### src/rtl/t1_cosim_pkg.sv
// rtl/t1_cosim_pkg.sv - shared status codes and FSM states for the cosim watchdog
package t1_cosim_pkg;

   typedef enum logic [7:0] {
      ST_RUNNING          = 8'd0,
      ST_TIMEOUT          = 8'd1,
      ST_UNDERFLOW        = 8'd2,
      ST_OVERFLOW         = 8'd3,
      ST_ISSUE_AFTER_QUIT = 8'd4,
      ST_DONE             = 8'd255
   } status_e;

   typedef enum logic [1:0] {
      S_RUN,
      S_DRAIN,
      S_DONE,
      S_ERROR
   } state_e;

endpackage

### src/rtl/cosim_sat_counter.sv
// rtl/cosim_sat_counter.sv - saturating up/down counter with underflow/overflow flags
module cosim_sat_counter #(
   parameter int W = 8
) (
   input  logic         clock,
   input  logic         reset,
   input  logic         en,
   input  logic         inc,
   input  logic         dec,
   output logic [W-1:0] count,
   output logic [W-1:0] count_nxt,
   output logic         underflow,
   output logic         overflow
);

   localparam logic [W-1:0] ONE = {{(W-1){1'b0}}, 1'b1};

   // Flags are raw attempts to step past a rail; the count itself never wraps.
   always_comb begin
      underflow = dec & ~inc & (count == '0);
      overflow  = inc & ~dec & (count == '1);
      count_nxt = count;
      if (inc & ~dec & ~overflow)
         count_nxt = count + ONE;
      else if (dec & ~inc & ~underflow)
         count_nxt = count - ONE;
   end

   always_ff @(posedge clock) begin
      if (reset)
         count <= '0;
      else if (en)
         count <= count_nxt;
   end

endmodule

### src/rtl/cosim_watchdog.sv
// rtl/cosim_watchdog.sv - co-simulation progress watchdog; T1_WATCHDOG_CYCLE_COUNT_EN enables cycle accounting
module cosim_watchdog
   import t1_cosim_pkg::*;
#(
   parameter int TIMEOUT_CYCLES = 1000000,
   parameter int OUTSTANDING_W  = 8
) (
   input  logic                     clock,
   input  logic                     reset,
   input  logic                     issue_valid,
   input  logic                     retire_valid,
   input  logic                     quit_req,
   output logic [7:0]               status,
   output logic [OUTSTANDING_W-1:0] outstanding,
   output logic [63:0]              cycle_count,
   output logic [63:0]              status_cycle
);

   localparam int IDLE_W = (TIMEOUT_CYCLES > 2) ? $clog2(TIMEOUT_CYCLES) : 1;
   localparam logic [IDLE_W-1:0] IDLE_LAST = IDLE_W'(TIMEOUT_CYCLES - 1);
   localparam logic [IDLE_W-1:0] IDLE_ONE  = IDLE_W'(1);

   state_e              state, state_nxt;
   status_e             status_q, status_nxt, err_code;
   logic [IDLE_W-1:0]   idle;
   logic [OUTSTANDING_W-1:0] out_nxt;
   logic                underflow, overflow, err, active, progress, timeout, nxt_zero, term;

   assign active   = (state == S_RUN) || (state == S_DRAIN);
   assign progress = issue_valid | retire_valid;
   assign timeout  = ~progress && (idle == IDLE_LAST);
   assign nxt_zero = (out_nxt == '0);
   assign term     = active && ((state_nxt == S_DONE) || (state_nxt == S_ERROR));
   assign status   = status_q;

   // The faulting event is not counted, so outstanding freezes at its pre-error value.
   cosim_sat_counter #(.W(OUTSTANDING_W)) u_outstanding (
      .clock     (clock),
      .reset     (reset),
      .en        (active & ~err),
      .inc       (issue_valid),
      .dec       (retire_valid),
      .count     (outstanding),
      .count_nxt (out_nxt),
      .underflow (underflow),
      .overflow  (overflow)
   );

   always_ff @(posedge clock) begin
      if (reset) begin
         state    <= S_RUN;
         status_q <= ST_RUNNING;
         idle     <= '0;
      end else begin
         state    <= state_nxt;
         status_q <= status_nxt;
         if (active)
            idle <= progress ? '0 : idle + IDLE_ONE;
      end
   end

   always_comb begin
      err        = 1'b0;
      err_code   = ST_RUNNING;
      state_nxt  = state;
      status_nxt = status_q;
      if (active) begin
         if (underflow) begin
            err = 1'b1; err_code = ST_UNDERFLOW;
         end else if (overflow) begin
            err = 1'b1; err_code = ST_OVERFLOW;
         end else if ((state == S_DRAIN) && issue_valid) begin
            err = 1'b1; err_code = ST_ISSUE_AFTER_QUIT;
         end else if (timeout) begin
            err = 1'b1; err_code = ST_TIMEOUT;
         end

         if (err) begin
            state_nxt  = S_ERROR;
            status_nxt = err_code;
         end else if (state == S_RUN) begin
            if (quit_req) begin
               if (!issue_valid && nxt_zero) begin
                  state_nxt  = S_DONE;
                  status_nxt = ST_DONE;
               end else begin
                  state_nxt = S_DRAIN;
               end
            end
         end else if (nxt_zero) begin
            state_nxt  = S_DONE;
            status_nxt = ST_DONE;
         end
      end
   end

`ifdef T1_WATCHDOG_CYCLE_COUNT_EN
   logic [63:0] cyc_q, stat_cyc_q;

   always_ff @(posedge clock) begin
      if (reset) begin
         cyc_q      <= '0;
         stat_cyc_q <= '0;
      end else begin
         cyc_q <= cyc_q + 64'd1;
         if (term)
            stat_cyc_q <= cyc_q;
      end
   end

   assign cycle_count  = cyc_q;
   assign status_cycle = stat_cyc_q;
`else
   logic unused_term;
   assign unused_term  = term;
   assign cycle_count  = '0;
   assign status_cycle = '0;
`endif

endmodule

### config.mk
export PLATFORM = sky130hd
export DESIGN_NAME = cosim_watchdog
export DESIGN_NICKNAME = d
export VERILOG_FILES = /design/src/rtl/t1_cosim_pkg.sv /design/src/rtl/cosim_sat_counter.sv /design/src/rtl/cosim_watchdog.sv
export SDC_FILE = /design/constraint.sdc
export NUM_CORES = 1
export LEC_CHECK = 0
export CORE_ASPECT_RATIO = 1.1
export CORE_MARGIN = 2
export CORE_UTILIZATION = 45
export CTS_BUF_LIST = sky130_fd_sc_hd__clkbuf_16
export CTS_CLUSTER_DIAMETER = 60
export CTS_CLUSTER_SIZE = 20
export DETAILED_ROUTE_END_ITERATION = 8
export MAX_ROUTING_LAYER = met4
export PLACE_DENSITY_LB_ADDON = 0.1
export SLEW_MARGIN = 20
export SYNTH_ARGS = -nofsm -noshare
export SYNTH_HDL_FRONTEND = slang
export SYNTH_SLANG_ARGS = --single-unit
### constraint.sdc
create_clock -name clock -period 4.3 [get_ports clock]
set_input_delay 0.86 -clock clock [delete_from_list [all_inputs] [get_ports clock]]
set_output_delay 0.86 -clock clock [all_outputs]
set_load 0.005 [all_outputs]
=== Yosys cells after proc, flatten, opt, wreduce, memory -nomap -nowiden ===
Index checks and enable logic that the tools add are counted.

* Register bits after elaboration: 38
* Bits of input ports: 5
* Output and inout port bits: 144
* Word-level logic and storage cells: 60

* $add $sub $neg: 3
* Eq/ne operators: 5
* Mux-type cells: 23
* Bitwise logic cells: 14
* Reductions and logical operators: 11

{| class="wikitable"
|+ Operator list
! cell !! number
|-
| 8-bit 2-to-1 mux || 7
|-
| 20-bit by 1-bit adder with 20-bit output (second input constant) || 1
|-
| 20-bit equality test (second input constant) || 1
|-
| 20-bit 2-to-1 mux || 1
|-
| 8-bit zero test || 2
|-
| 2-bit 2-to-1 mux || 5
|-
| 3-bit 2-to-1 mux || 3
|-
| 8-bit by 1-bit adder with 8-bit output (second input constant) || 1
|-
| 8-bit equality test (second input constant) || 1
|-
| 8-bit by 1-bit subtractor with 8-bit output (second input constant) || 1
|-
| 1-bit bitwise AND || 7
|-
| 1-bit 2-to-1 mux || 7
|-
| 1-bit NOT || 6
|-
| 4-bit AND reduction || 1
|-
| 1-bit logical AND || 3
|-
| 3-bit by 1-bit inequality test with 1-bit output (second input constant) || 1
|-
| 3-bit by 2-bit inequality test with 1-bit output (second input constant) || 1
|-
| 3-bit AND reduction || 1
|-
| 3-bit nonzero test || 1
|-
| 2-bit by 1-bit equality test with 1-bit output (second input constant) || 1
|-
| 2-bit zero test || 1
|-
| 1-bit zero test || 1
|-
| 1-bit logical OR || 1
|-
| 1-bit bitwise OR || 1
|}

=== Logic depth before layout (Yosys ltp) ===
* Word-level depth: 13
* Gate-level depth with buffers: 10
* Gate-level depth less buffers: 9

=== Hierarchy ===
Synthesis repeated with hierarchy kept, for this count alone.

* Cells, all modules: 386
* Area, all modules: 3054.2 um2

{| class="wikitable"
|+ Modules (own cells, without submodules)
! module !! times used !! cells each !! area each (um2) !! seq. area each (um2)
|-
| cosim_watchdog || 1 || 280 || 2264.7 || 520.5
|-
| cosim_sat_counter || 1 || 106 || 789.5 || 160.2
|}

=== Worst setup path before layout ===
OpenSTA, ideal clock, no wires.

* Kind: input to register
* From: input port issue_valid
* To: register status_q[2] (netlist: status[2])
* Setup time: 0.121 ns
* Arrival: 2.864 ns
* Data required time: 4.179 ns
* Path slack: 1.314 ns
* Cell stages on the path: 8
* Path buffers: 1
* Path through: buf_6 -> or4b_4 -> a211o_1 -> a21boi_4 -> a221oi_2 -> nor4b_4 -> o311ai_4 -> mux2_4

* Word-level cells in the longest chain between the ends: 11

{| class="wikitable"
|+ RTL lines
! what !! RTL line !! RTL
|-
| from (decl) || cosim_watchdog.sv:10 || <nowiki>input logic issue_valid,</nowiki>
|-
| 1-bit NOT || cosim_sat_counter.sv:20, cosim_sat_counter.sv:25 ||
|-
| 1-bit bitwise AND || cosim_sat_counter.sv:20, cosim_sat_counter.sv:25 ||
|-
| 1-bit bitwise AND || cosim_sat_counter.sv:20 || <nowiki>underflow = dec & ~inc & (count == '0);</nowiki>
|-
| 1-bit NOT || cosim_sat_counter.sv:25 || <nowiki>else if (dec & ~inc & ~underflow)</nowiki>
|-
| 1-bit bitwise AND || cosim_sat_counter.sv:25 ||
|-
| 8-bit 2-to-1 mux || cosim_sat_counter.sv:25 ||
|-
| 8-bit 2-to-1 mux || cosim_sat_counter.sv:23 || <nowiki>if (inc & ~dec & ~overflow)</nowiki>
|-
| 8-bit zero test || cosim_watchdog.sv:32 || <nowiki>assign nxt_zero = (out_nxt == '0);</nowiki>
|-
| 1-bit logical AND || cosim_watchdog.sv:83 || <nowiki>if (!issue_valid && nxt_zero) begin</nowiki>
|-
| 3-bit by 1-bit inequality test with 1-bit output (no line) || n/a ||
|-
| 4-bit AND reduction (no line) || n/a ||
|-
| to (signal assigned) || cosim_watchdog.sv:56 || <nowiki>status_q <= status_nxt;</nowiki>
|-
| to (decl) || cosim_watchdog.sv:24 || <nowiki>status_e status_q, status_nxt, err_code;</nowiki>
|}

Parallel ways exist; a longest one is shown, timed or not. The select of a mux whose other input is x is not followed.
A chain may end at the register's enable or synchronous reset.

=== Worst setup path in the final report ===
Ends and elaborated chain as after synthesis.

==> run_results.csv <==
group,metric,value,unit
run_status,status,"completed",
pwr,ir_drop,0.221,mV
placement,hpwl,3880,um
die,coreArea,6560,sq um
die,start_util,46.0,%
layout,drive_above_1_share,5.19,%
synth,yosysTopAreaCellShare,32.8,%
critical_path,worstSetupEndpointType,"flop",
layout,fillers,680,
critical_path,reg2regPathDepth,9,
timing,min_period,3390,ps
synth,postSynthCellCount,374,
clock_tree,cts_buffer_depth,2,
timing,tightest_slew,674,ps
drt,dr.pass1.iters,4,
layout,final_area,2890,sq um
clock_tree,post_cts_buffers,0,
placement,place_congestion,0.906,
grt,grt_pass1_vias,1702,
synth,yosysTopAreaCell,"buf_4",
drt,ant_nets,0,
timing,finalSetupTns,0,ps
synth,avgSynthCellArea,8.07,sq um
min_path,whs_endpoint,"status[0]",
critical_path,crit_arrival,3550,ps
timing,fin_skew,4.80,ps
synth,synth_edf_count,0,
min_path,hold_path_class,"flop to flop",
drt,drt_iter0_drc,93,
min_path,worst_hold_startpoint,"status[0]",
timing,setup_viol,0,
clock_tree,path_clk_slew,50,ps
grt,grt_usage,14.1,%
placement,place_area,2750,sq um
grt,grt_pass1_wl,8030,um
synth,synth_area_leaders,"buf_4 33%, dfxtp_1 23%, nor2_1 4.4%, xor2_1 3.8%, nand2_1 2.5%",
synth,synthArstFlopShare,0,%
timing,max_freq,0.295,GHz
clock_tree,cts_inserted_buffers,5,
critical_path,critPathLaunchType,"input port",
drt,drc,0,
drt,dr_total_vias,2060,
clock_tree,cts_htree_levels,2,
timing,period_share,78.9,%
pwr,p_leak,1.28,nW
critical_path,crit_type,"input port to flop",
die,ioPinCount,149,
clock_tree,cts_resized,0,
layout,finish.net_count,392,
clock_tree,cts_tree,"built",
critical_path,rr_endpoint,"status[2]",
clock_tree,hold_buffers,0,
layout,antenna_cells,0,
drt,routedWlPerCell,11.0,um
synth,yosysWarnings,0,
run,maxCapViolations,0,
timing,rsz0062_at_grt,"false",
pwr,power.density,435,nW/um^2
synth,synth_flop_cell,"dfxtp_1",
timing,slew_headroom,54.9,%
grt,grt_max_degree,21,
grt,grt_antenna_before_repair,0,
synth,ys_seq_area_share,22.6,%
timing,slew_violations,0,
synth,ys_ff_latch,34,
die,die_w,82.1,um
placement,portBuffers,20,
timing,hold_viol_final,0,
synth,synthDistinctLibCells,52,
drt,wirelength,5120,um
clock_tree,cts_root_buffer,"clkbuf_16",
die,die-area,7380,sq um
clock_tree,clock_latency,280,ps
critical_path,cp_max_fo,10,
die,die_h,89.9,um
min_path,hold_depth,2,
die,rows,31,
clock_tree,cts_sinks,34,
drt,post_drt_via_cell_ratio,4.41,
critical_path,critPathRequiredTime,4460,ps
grt,grt.overflow.total,0,
synth,netlist_area,3020,sq um
layout,syn_to_final_growth,-4.31,%
critical_path,reg2reg_from,"u_outstanding.count[0]",
critical_path,r2r_slack,1380,ps
[cell usage after synthesis, types with 2 or more instances]
cell type	instances
a211o_1	3
a21oi_1	14
a221oi_1	2
a221oi_2	2
a31oi_1	2
and3_1	7
and4_1	2
buf_2	3
buf_4	132
buf_6	2
clkbuf_1	8
dfxtp_1	34
ha_1	3
inv_1	6
mux2i_1	4
nand2_1	20
nand2b_1	3
nand3_1	7
nand3b_1	3
nand4_1	2
nor2_1	35
nor2b_1	5
nor3_1	3
nor4_1	2
nor4b_1	2
nor4bb_1	2
o211a_1	2
o211ai_1	3
o21ai_0	11
or3_1	8
or4b_4	2
xnor2_1	8
xor2_1	13
[state kept, by name, summed over array words and instances, names as in the netlist]
register and cells:
idle 20, u_outstanding.count 8, status 4, state 2
[metrics by stage]
step,cells,power (mW),util (%),hold slack [ps],setup WS [ps]
2_1_floorplan,501,0.871,-,459,1310
4_1_cts,467,1.27,44.0,501,911
3_3_place_gp,459,0.917,41.9,479,658
6_report,467,1.25,44.0,488,909
3_5_place_dp,459,0.916,41.9,490,599
5_1_grt,467,1.34,44.0,526,760
[area by class of cell]
type,count,area [sq um],share of cell area [%]
repair buffers,21,208,7.20
well taps,82,103,3.55
flip-flops and latches,34,681,23.6
multi-input cells,316,1730,60.0
inverters,6,22.5,0.780
clock buffers,5,125,4.33
clock inverters,3,16.3,0.564
[per-layer routing]
layer,global-route usage [%],routed length (um)
met1,16.9,2170
met2,23.2,2660
met3,3.92,255
met4,3.06,38
met5,-,0
[placed cells by master, fill, tap and decap left out, types with 5 or more instances in the layout]
| cell type | Yosys | final |
|---|---|---|
| inv_1 | 6 | 6 |
| a21oi_1 | 14 | 14 |
| xnor2_1 | 8 | 8 |
| xor2_1 | 13 | 13 |
| nand3_1 | 7 | 7 |
| and3_1 | 7 | 7 |
| nor2b_1 | 5 | 5 |
| nor2_1 | 35 | 35 |
| nand2_1 | 20 | 20 |
| o21ai_0 | 11 | 11 |
| dfxtp_1 | 34 | 34 |
| conb_1 | 1 | 128 |
| clkbuf_16 | 0 | 5 |
| clkdlybuf4s50_1 | 0 | 20 |
| or3_1 | 8 | 8 |
[report_power, final]
group | internal, mW | switching (mW)
clock | 0.211 | 0.132
combinational | 0.238 | 0.249
sequential | 0.356 | 0.0675
total | 0.806 | 0.449
[critical path, cell delays in order]
cell and delay (ps):
clkdlybuf4s50_1 600, or4b_4 570, a211o_1 310, a21boi_4 150, a221oi_2 210, nor4b_4 330
o311ai_4 180, mux2_4 330
[cell families (layout without fill, tap and decap cells)]
logic type                 count (synthesis)  in the layout  synth area share, %
buffers and inverters                    151             35                 35.8
and+or+nand+nor                          111            111                 20.4
AOI/OAI and AO/OA                         48             48                 11.9
DFF                                       34             34                 22.6
xor gates and xnor gates                  21             21                 6.10
muxes                                      5              5                 1.82
adders and majority gates                  3              3                 1.24
other                                      1            128                0.124
[how the worst max path moves through the flow]
| stage | from | end | slack, ps |
|---|---|---|---|
| floorplan | issue_valid | status[2] | 1310 |
| global placement | issue_valid | status[2] | 660 |
| detailed placement | issue_valid | status[2] | 600 |
| CTS | issue_valid | status[2] | 910 |
| global route | retire_valid | status[2] | 760 |
| finish | issue_valid | status[2] | 910 |
(Power assumes the default switching activity.)
